File: src/rtl/cmp_pipe_pkg.sv
// Shared types for the compare pipeline: the per-beat compare mode encoding.
package cmp_pipe_pkg;

    typedef enum logic [1:0] {
        CMP_NEQ = 2'd0,
        CMP_EQ  = 2'd1,
        CMP_GT  = 2'd2,
        CMP_LT  = 2'd3
    } cmp_mode_t;

endpackage

File: src/rtl/cmp_pipe_v2_slice.sv
// One valid/ready register stage. Holds data and valid while downstream stalls;
// ready is combinational so a full chain pops and pushes in the same cycle.
module pipe_slice #(
    parameter int W = 8
) (
    input  logic         clk,
    input  logic         rst_n,
    input  logic         in_valid_i,
    output logic         in_ready_o,
    input  logic [W-1:0] in_data_i,
    output logic         out_valid_o,
    input  logic         out_ready_i,
    output logic [W-1:0] out_data_o
);

    logic         valid_q;
    logic [W-1:0] data_q;

    assign in_ready_o  = !valid_q || out_ready_i;
    assign out_valid_o = valid_q;
    assign out_data_o  = data_q;

    always_ff @(posedge clk) begin
        if (!rst_n) begin
            valid_q <= 1'b0;
            data_q  <= '0;
        end else if (in_ready_o) begin
            valid_q <= in_valid_i;
            if (in_valid_i) data_q <= in_data_i;
        end
    end

endmodule

File: src/rtl/cmp_pipe_v2.sv
// Three-stage compare pipeline: S1 splits operands into B&C and A|B, S2 forms X3/X4,
// S3 registers the mode-selected flag, the X3^X4 mask and its popcount.
module cmp_pipe_v2
    import cmp_pipe_pkg::*;
#(
    parameter int WIDTH = 8
) (
    input  logic                         clk,
    input  logic                         rst_n,
    input  logic                         in_valid,
    output logic                         in_ready,
    input  logic [WIDTH-1:0]             a,
    input  logic [WIDTH-1:0]             b,
    input  logic [WIDTH-1:0]             c,
    input  logic [WIDTH-1:0]             d,
    input  logic [1:0]                   cmp_mode,
    output logic                         out_valid,
    input  logic                         out_ready,
    output logic                         out_flag,
    output logic [WIDTH-1:0]             diff_mask,
    output logic [$clog2(WIDTH+1)-1:0]   diff_cnt
);

    localparam int CNTW = $clog2(WIDTH+1);
    localparam int S1W  = 2 + 3*WIDTH;
    localparam int S2W  = 2 + 2*WIDTH;
    localparam int S3W  = 1 + CNTW + WIDTH;

    logic [S1W-1:0] s1_d, s1_q;
    logic [S2W-1:0] s2_d, s2_q;
    logic [S3W-1:0] s3_d, s3_q;
    logic           s1_vld, s2_vld, s2_rdy, s3_rdy;

    assign s1_d = {cmp_mode, b & c, a | b, d};

    // S1 layout: {mode, X1, X2, D}; X3 folds D in here so S2 carries only X3/X4.
    assign s2_d = {s1_q[S1W-1 -: 2],
                   s1_q[3*WIDTH-1 -: WIDTH] ^ s1_q[WIDTH-1:0],
                   s1_q[2*WIDTH-1 -: WIDTH]};

    logic [WIDTH-1:0] x3, x4, mask_d;
    logic [CNTW-1:0]  cnt_d;
    logic             flag_d;
    cmp_mode_t        mode2;

    assign mode2 = cmp_mode_t'(s2_q[S2W-1 -: 2]);
    assign x3    = s2_q[2*WIDTH-1 -: WIDTH];
    assign x4    = s2_q[WIDTH-1:0];

    always_comb begin
        mask_d = x3 ^ x4;
        cnt_d  = '0;
        for (int i = 0; i < WIDTH; i++) cnt_d = cnt_d + CNTW'(mask_d[i]);
        flag_d = 1'b0;
        case (mode2)
            CMP_NEQ: flag_d = (x3 != x4);
            CMP_EQ:  flag_d = (x3 == x4);
            CMP_GT:  flag_d = (x3 > x4);
            CMP_LT:  flag_d = (x3 < x4);
            default: flag_d = 1'b0;
        endcase
    end

    assign s3_d = {flag_d, cnt_d, mask_d};

    pipe_slice #(.W(S1W)) u_s1 (
        .clk(clk), .rst_n(rst_n),
        .in_valid_i(in_valid), .in_ready_o(in_ready), .in_data_i(s1_d),
        .out_valid_o(s1_vld), .out_ready_i(s2_rdy), .out_data_o(s1_q)
    );

    pipe_slice #(.W(S2W)) u_s2 (
        .clk(clk), .rst_n(rst_n),
        .in_valid_i(s1_vld), .in_ready_o(s2_rdy), .in_data_i(s2_d),
        .out_valid_o(s2_vld), .out_ready_i(s3_rdy), .out_data_o(s2_q)
    );

    pipe_slice #(.W(S3W)) u_s3 (
        .clk(clk), .rst_n(rst_n),
        .in_valid_i(s2_vld), .in_ready_o(s3_rdy), .in_data_i(s3_d),
        .out_valid_o(out_valid), .out_ready_i(out_ready), .out_data_o(s3_q)
    );

    assign out_flag  = s3_q[S3W-1];
    assign diff_cnt  = s3_q[WIDTH +: CNTW];
    assign diff_mask = s3_q[WIDTH-1:0];

endmodule
File: config.mk
export PLATFORM = sky130hd
export DESIGN_NAME = cmp_pipe_v2
export DESIGN_NICKNAME = d
export VERILOG_FILES = /design/src/rtl/cmp_pipe_pkg.sv /design/src/rtl/cmp_pipe_v2_slice.sv /design/src/rtl/cmp_pipe_v2.sv
export SDC_FILE = /design/constraint.sdc
export NUM_CORES = 1
export LEC_CHECK = 0
export CORE_ASPECT_RATIO = 2
export CORE_MARGIN = 2
export CORE_UTILIZATION = 44
export CTS_CLUSTER_DIAMETER = 40
export DETAILED_ROUTE_END_ITERATION = 10
export PLACE_DENSITY_LB_ADDON = 0.2
export SLEW_MARGIN = 10
export SYNTH_ARGS = -nofsm -noshare
export SYNTH_HDL_FRONTEND = slang
export SYNTH_HIERARCHICAL = 1
export SYNTH_SLANG_ARGS = --single-unit
File: constraint.sdc
create_clock -name clk -period 7 [get_ports clk]
set_clock_uncertainty 0.15 [all_clocks]
set_input_delay 1.4 -clock clk [delete_from_list [all_inputs] [get_ports clk]]
set_output_delay 1.4 -clock clk [all_outputs]
set_load 0.02 [all_outputs]
==> results of run 1 <==
==> worst reg2reg max path: stages, from the launching register on <==
cell and delay, ps:
dfxtp_1 320, inv_1 50, ha_1 360, fa_1 550, fa_1 430, fa_1 490
inv_1 40, ha_1 190, inv_1 70, fa_1 410, inv_1 60, nand2_1 40
mux2i_1 160
==> metrics by stage <==
step | hold WS [ps] | total power, mW | area [um^2]
finish | 307 | 0.910 | 3820
global route | 332 | 0.952 | 3820
CTS | 312 | 0.924 | 3820
detailed placement | 298 | 0.490 | 3520
global placement | 294 | 0.488 | 3520
floorplan | 285 | 0.458 | 3080
==> layout by cell type (no fill, tap or decap), drive strengths merged <==
master         count
mux2i             57
a21oi              5
nand4              2
nand2            114
o32ai              1
or3b               1
nand3              1
o21bai             1
xnor2              1
dfxtp             60
and2              11
nor2b              2
a21boi             3
clkdlybuf4s50     51
buf                1
or2                8
o2bb2ai            1
fa                 4
nor2               1
ha                11
clkbuf            16
o211ai             1
nand2b             3
xor2               8
inv               26
==> final cells by class <==
type	count	area [um^2]	area share, %
multi-input cells	236	1590	41.6
repair buffers	52	518	13.6
flip-flops and latches	60	1200	31.4
inverters	26	97.6	2.55
clock buffers	16	302	7.89
well taps	90	113	2.95
==> kinds of logic (layout without fill, tap and decap cells) <==
kind of cell / after synthesis / count (layout)
XOR/XNOR: 9 / 9
buffers and inverters: 46 / 94
flip-flops: 60 / 60
AO/OA/AOI/OAI: 12 / 12
adder cells (fa/ha/maj): 15 / 15
multiplexers: 57 / 57
AND/OR/NAND/NOR: 143 / 143
==> worst max-delay path by stage <==
stage / cells past startpoint / endpoint
floorplan: 3 / in_ready
global placement: 5 / in_ready
CTS: 5 / in_ready
finish: 5 / in_ready
global route: 5 / in_ready
detailed placement: 5 / in_ready
==> where the power goes <==
group | switching, mW | total, mW | internal [mW]
clock | 0.140 | 0.428 | 0.288
sequential | 0.00888 | 0.367 | 0.358
combinational | 0.0556 | 0.114 | 0.0587
total | 0.205 | 0.910 | 0.705
==> state kept, by name (all words and copies together) (netlist names) <==
| name | cells |
|---|---|
| u_s2/out_data_o | 18 |
| u_s1/out_data_o | 26 |
| u_s3/out_valid_o | 1 |
| u_s3/out_data_o | 13 |
| u_s2/out_valid_o | 1 |
| u_s1/out_valid_o | 1 |
==> metal layers <==
layer | track usage [%] | routed length (um) | vias to the layer above
met5 | 0 | 0 | -
met4 | 7.08 | 89 | 0
met3 | 4.86 | 223 | 8
met2 | 27.8 | 2950 | 44
met1 | 15.7 | 2180 | 1030
li1 | - | - | 1172
==> metrics.md, run 1 <==
| Metric | Value |
|---|---|
| Status | finished, final reports clean |
| Via count | 2254 |
| Clock sinks | 60 |
| Post-synthesis mux area share | a little under a fifth |
| First-pass GRT wire length | 9250 um |
| Largest family of logic cells by synthesized area | simple AND/OR/NAND/NOR gates |
| Layout cells sized above 1 | 7.69% |
| Post-synth EDFFs | 0 |
| Final Non-Filler Cells | 480 |
| Unrepaired setup endpoints after global routing | false |
| Cts repair resizes | 0 |
| Final worst path period need | between 4000 and 5000 ps |
| Core Area | 0.00683 mm^2 |
| DRC Markers | 0 |
| Post-synthesis compound-gate area fraction | 2.73% |
| Critical R2R Launch | u_s2/out_data_o[3] |
| Effective utilization at floorplan | 45.0% |
| Post-synthesis net count | 395 |
| Worst reg2reg endpoint | u_s3/out_data_o[9] |
| Number of I/O port buffers | 52 |
| Post-synthesis cell type count | 28 |
| DR vias/cell | approximately 4.7 |
| Mapped Cells | roughly 340 |
| Slew Limit Fails | 0 |
| Hold Vio Cnt, Final | 0 |
| Post-place setup slack | 2620 ps |
| Antenna-violating nets left | 0 |
| GPL Wtd Cong | roughly 0.79 |
| Dpl hpwl | 3990 um |
| Inst Count DP | approximately 460 |
| Row count | 43 |
| Top cell family by delay on the critical path | buffers and inverters |
| Crit-path cells | clkdlybuf4s50_1 -> nand2b_4 -> nand2b_4 -> nand2b_4 -> clkdlybuf4s50_1 |
| Final #Nets | 438 |
| Rel. slew slack | 30.4% |
| Top-area cell type share of the netlist area | 39.1% |
| Reg clk slew, reported paths | 50 ps |
| Clk Latency, worst-skew pair | 320 ps |
| Top cells by count, synth | 114 x nand2_1, 60 x dfxtp_1, 57 x mux2i_1 |
| Worst hold path type | reg -> reg |
| R2R depth | 12 |
| Yosys top cell by area | dfxtp_1 |
| TNS Setup | 0 ps |
| # fillers | 664 |
| Setup Buffers After CTS | 0 |
| Hold path depth | 2 |
| Layout Utilization | 55.9% |
| Max cap viols | 0 |
| Crit path launch type | primary input |
| Critical Path AT | 2830 ps |
| Crit path buf inv count | 2 |
| Worst Path Max Fanout | 3 |
| Kind of critical path | in -> out |
| Max clock buf depth | 2 |
| # hold bufs at CTS | 0 |
| Tightest Pin Transition | 1040 ps |
| Yosys warns | 6 |
| Tcrit/Tclk final | 62.6% |
| CP endpoint kind | output port |
| Synth-to-Final Area Change | 24.2% |
| Area of the mapped netlist | 0.00308 mm^2 |
| Critical path's most frequent cell | nand2b_4 |
| Share of synthesized registers carrying an async set or reset | 0% |
| Avg Cell Area, Syn | 8.99 um^2 |
| Drt total wl | 5440 um |
| Worst Slack Setup Final | 2620 ps |
| Max stage delay cell, worst path | clkdlybuf4s50_1 |
| IO Count | 53 |
| Clock tree from TritonCTS | built |
| Sequential share of the synthesized area | between 30 and 40% |
| Main area contributors after synthesis | dfxtp_1 39%, mux2i_1 19%, nand2_1 14% |
| Finish-stage setup viols | 0 |
| Critical path's largest stage delay | 600 ps |
| Number of iterations in the first detailed-routing pass | 5 |
| Wire per inst | 11.3 um |
| Total CTS buffers | 9 |
| Die area | 0.00771 mm^2 |
| Fmax | 0.228 GHz |
| Reg2Reg Setup Slack | 3610 ps |
| HP Start | u_s3/out_data_o[4] |
| Gr ovfl total | 0 |
| Worst vdd ir | 0.157 mV |
| Vias in the first global route | 2250 |
| WHS Endpoint | u_s3/out_data_o[4] |
| PwrDens | 238 mW/mm^2 |
| Root buf cell | clkbuf_16 |
| Die Wd | between 60 and 70 um |
| Crit. Startpoint | out_ready |
| Htree depth | 3 |
| Most common cell in the netlist | nand2_1 |
| Die height | 122 um |
| Initial detailed-routing violation count | 120 |
| Pin count of the biggest net entering global routing | approximately 120 |
| Antenna Cells | 0 |
| Top_reg_cell synth | dfxtp_1 |
| Simple-gate share of the synthesized area | 20.7% |
| XOR/XNOR Fraction of Synth Area | 2.56% |
| Critical Path RT | 5450 ps |
| Leak | ~1.7 nW |
| Initial antenna violation count | 0 |
| All-Layer GR Usage | 15.3% |
| Yosys reg bits | 60 |
| Adder-cell share of the synthesized area | 7.08% |
Note: power is estimated with default switching activity, not from simulation.
==> run 2, diff against run 1 <==
==> constraint.sdc (replaced) <==
create_clock -name clk -period 4.6 [get_ports clk]
set_clock_uncertainty 0.15 [all_clocks]
set_input_delay 0.92 -clock clk [delete_from_list [all_inputs] [get_ports clk]]
set_output_delay 0.92 -clock clk [all_outputs]
set_load 0.02 [all_outputs]
==> run 2 against run 1 <==
Against the previous run:
- non-clock buffer count unchanged
- critical path depth is 7 higher
- largest power group unchanged
- die area unchanged
- critical endpoint is now u_s3/out_data_o[10]
- critical path type is now reg -> reg
==> metrics.md, run 2 (synthesized netlist as in run 1, its figures left out) <==
| Metric | Value |
|---|---|
| Status | finished, final reports clean |
| Commonest non-fill, non-tap cell in the layout | nand2_1 |
| Htree depth | 3 (unchanged) |
| Via count | 2239 (-0.67%) |
| First-pass GRT wire length | 9250 um (about the same) |
| Tcrit/Tclk final | 74.6% |
| Initial detailed-routing violation count | 98 (-18%) |
| Clk Latency, worst-skew pair | 320 ps (about the same) |
| Unrepaired setup endpoints after global routing | false |
| Slew Limit Fails | 0 (unchanged) |
| Worst Path Max Fanout | 5 (+2) |
| Reg2Reg Setup Slack | 1170 ps (-2440 ps) |
| Die height | 122 um (unchanged) |
| Core Area | 0.00683 mm^2 (unchanged) |
| Tightest Pin Transition | 1010 ps (-33.0 ps) |
| Commonest non-fill, non-tap cells in the layout | 114 x nand2_1, 60 x dfxtp_1, 57 x mux2i_1 |
| Antenna Cells | 0 (unchanged) |
| Die area | 0.00771 mm^2 (unchanged) |
| GPL Wtd Cong | 0.827 (+4.1%) |
| Hold Vio Cnt, Final | 0 (unchanged) |
| Max clock buf depth | 2 (unchanged) |
| Dpl hpwl | 4000 um (about the same) |
| Reg clk slew, reported paths | 50 ps (about the same) |
| Fmax | 0.291 GHz |
| Finish-stage setup viols | 0 (unchanged) |
| IO Count | 53 (unchanged) |
| Wire per inst | 11.4 um (+0.99%) |
| Vias in the first global route | 2171 (-3.5%) |
| Cts repair resizes | 0 (unchanged) |
| Crit path launch type | flip-flop |
| Largest register FFs | 26 (unchanged) |
| Gr ovfl total | 0 (unchanged) |
| Clock tree from TritonCTS | built |
| Root buf cell | clkbuf_16 |
| PwrDens | 375 mW/mm^2 (+58%) |
| Max cap viols | 0 (unchanged) |
| Critical Path RT | 4690 ps (-760 ps) |
| Initial antenna violation count | 0 (unchanged) |
| Total area of sequential cells | 0.00120 mm^2 (unchanged) |
| Worst vdd ir | 0.325 mV (+110%) |
| All-Layer GR Usage | 15.2% (-0.094 points) |
| Worst hold path type | reg -> reg |
| Total CTS buffers | 9 (unchanged) |
| Clock sinks | 60 (unchanged) |
| Drt total wl | 5490 um (+0.99%) |
| DR vias/cell | 4.66 (-0.67%) |
| Design Power | 1.44 mW (+58%) |
| Area of the multi-input gates | 0.00159 mm^2 (unchanged) |
| # hold bufs at CTS | 0 (unchanged) |
| Final #Nets | 438 (unchanged) |
| Rel. slew slack | 32.6% (+2.2 points) |
| WHS | 305 ps (-2.46 ps) |
| Number of I/O port buffers | 52 (unchanged) |
| Die Wd | 63.1 um (unchanged) |
| Row count | 43 (unchanged) |
| Post-place setup slack | 1190 ps (-1430 ps) |
| Antenna-violating nets left | 0 (unchanged) |
| Critical Path AT | 3530 ps (+700 ps) |
| Final worst path period need | 3430 ps |
| # fillers | 692 (+4.2%) |
| Pin count of the biggest net entering global routing | 118 (unchanged) |
| Synth-to-Final Area Change | 24.8% |
| DRC Markers | 0 (unchanged) |
| Leak | 1.66 nW (+0.22%) |
| TNS Setup | 0 ps (unchanged) |
| Kind of critical path | reg -> reg |
| Layout cells sized above 1 | 7.69% (unchanged) |
| CP endpoint kind | flip-flop |
| Effective utilization at floorplan | 45.0% (unchanged) |
| Worst Slack Setup Final | 1170 ps (-1450 ps) |
| Number of iterations in the first detailed-routing pass | 4 (-1) |
| Setup Buffers After CTS | 0 (unchanged) |
==> run 2: final cells by class <==
type	instances	share of cell area (%)
Timing Repair Buffer	52	13.5
Clock inverter	4	1.89
Inverter	26	2.54
Clock buffer	12	6.42
Tap cell	90	2.93
Multi-Input combinational cell	236	41.4
Sequential cell	60	31.3
==> run 2: through the flow <==
stage | area [um^2] | util (%) | std cells
2_1_floorplan | 3080 | - | 342
6_report | 3840 | 56.2 | 480
3_3_place_gp | 3520 | 51.5 | 464
5_1_grt | 3840 | 56.2 | 480
4_1_cts | 3840 | 56.2 | 480
3_5_place_dp | 3520 | 51.5 | 464
==> run 2: critical path, stage by stage, from the launching register on <==
cell,delay (ps)
dfxtp_1,330
inv_1,50
ha_1,360
fa_1,500
fa_1,540
fa_1,410
inv_1,70
ha_1,160
inv_1,50
fa_1,380
xnor2_1,140
nand2_1,60
mux2i_1,160
==> run 2: routing by layer <==
metal  share of wire, %  vias to the layer above  GRT usage, %
met1                 42                     1028          16.9
met2                 53                       35          26.9
met4                1.7                        0          6.67
li1                   -                     1171             -
met5                  0                        -             0
met3                2.9                        5          4.03
==> run 2: final timing paths <==
| path | start | to | depth (start not counted) |
|---|---|---|---|
| setup / recovery | u_s2/out_data_o[3] | u_s3/out_data_o[10] | 12 |
| hold / removal | u_s3/out_data_o[4] | u_s3/out_data_o[4] | 2 |
| setup reg to reg | u_s2/out_data_o[3] | u_s3/out_data_o[10] | 12 |
| hold reg to reg | u_s3/out_data_o[4] | u_s3/out_data_o[4] | 2 |
==> run 2: power by group <==
group / switching (mW) / total, mW / leakage [nW] / internal (mW)
clock: 0.219 / 0.706 / 0.153 / 0.487
sequential: 0.0134 / 0.558 / 0.490 / 0.545
combinational: 0.0868 / 0.177 / 1.02 / 0.0897
total: 0.319 / 1.44 / 1.66 / 1.12
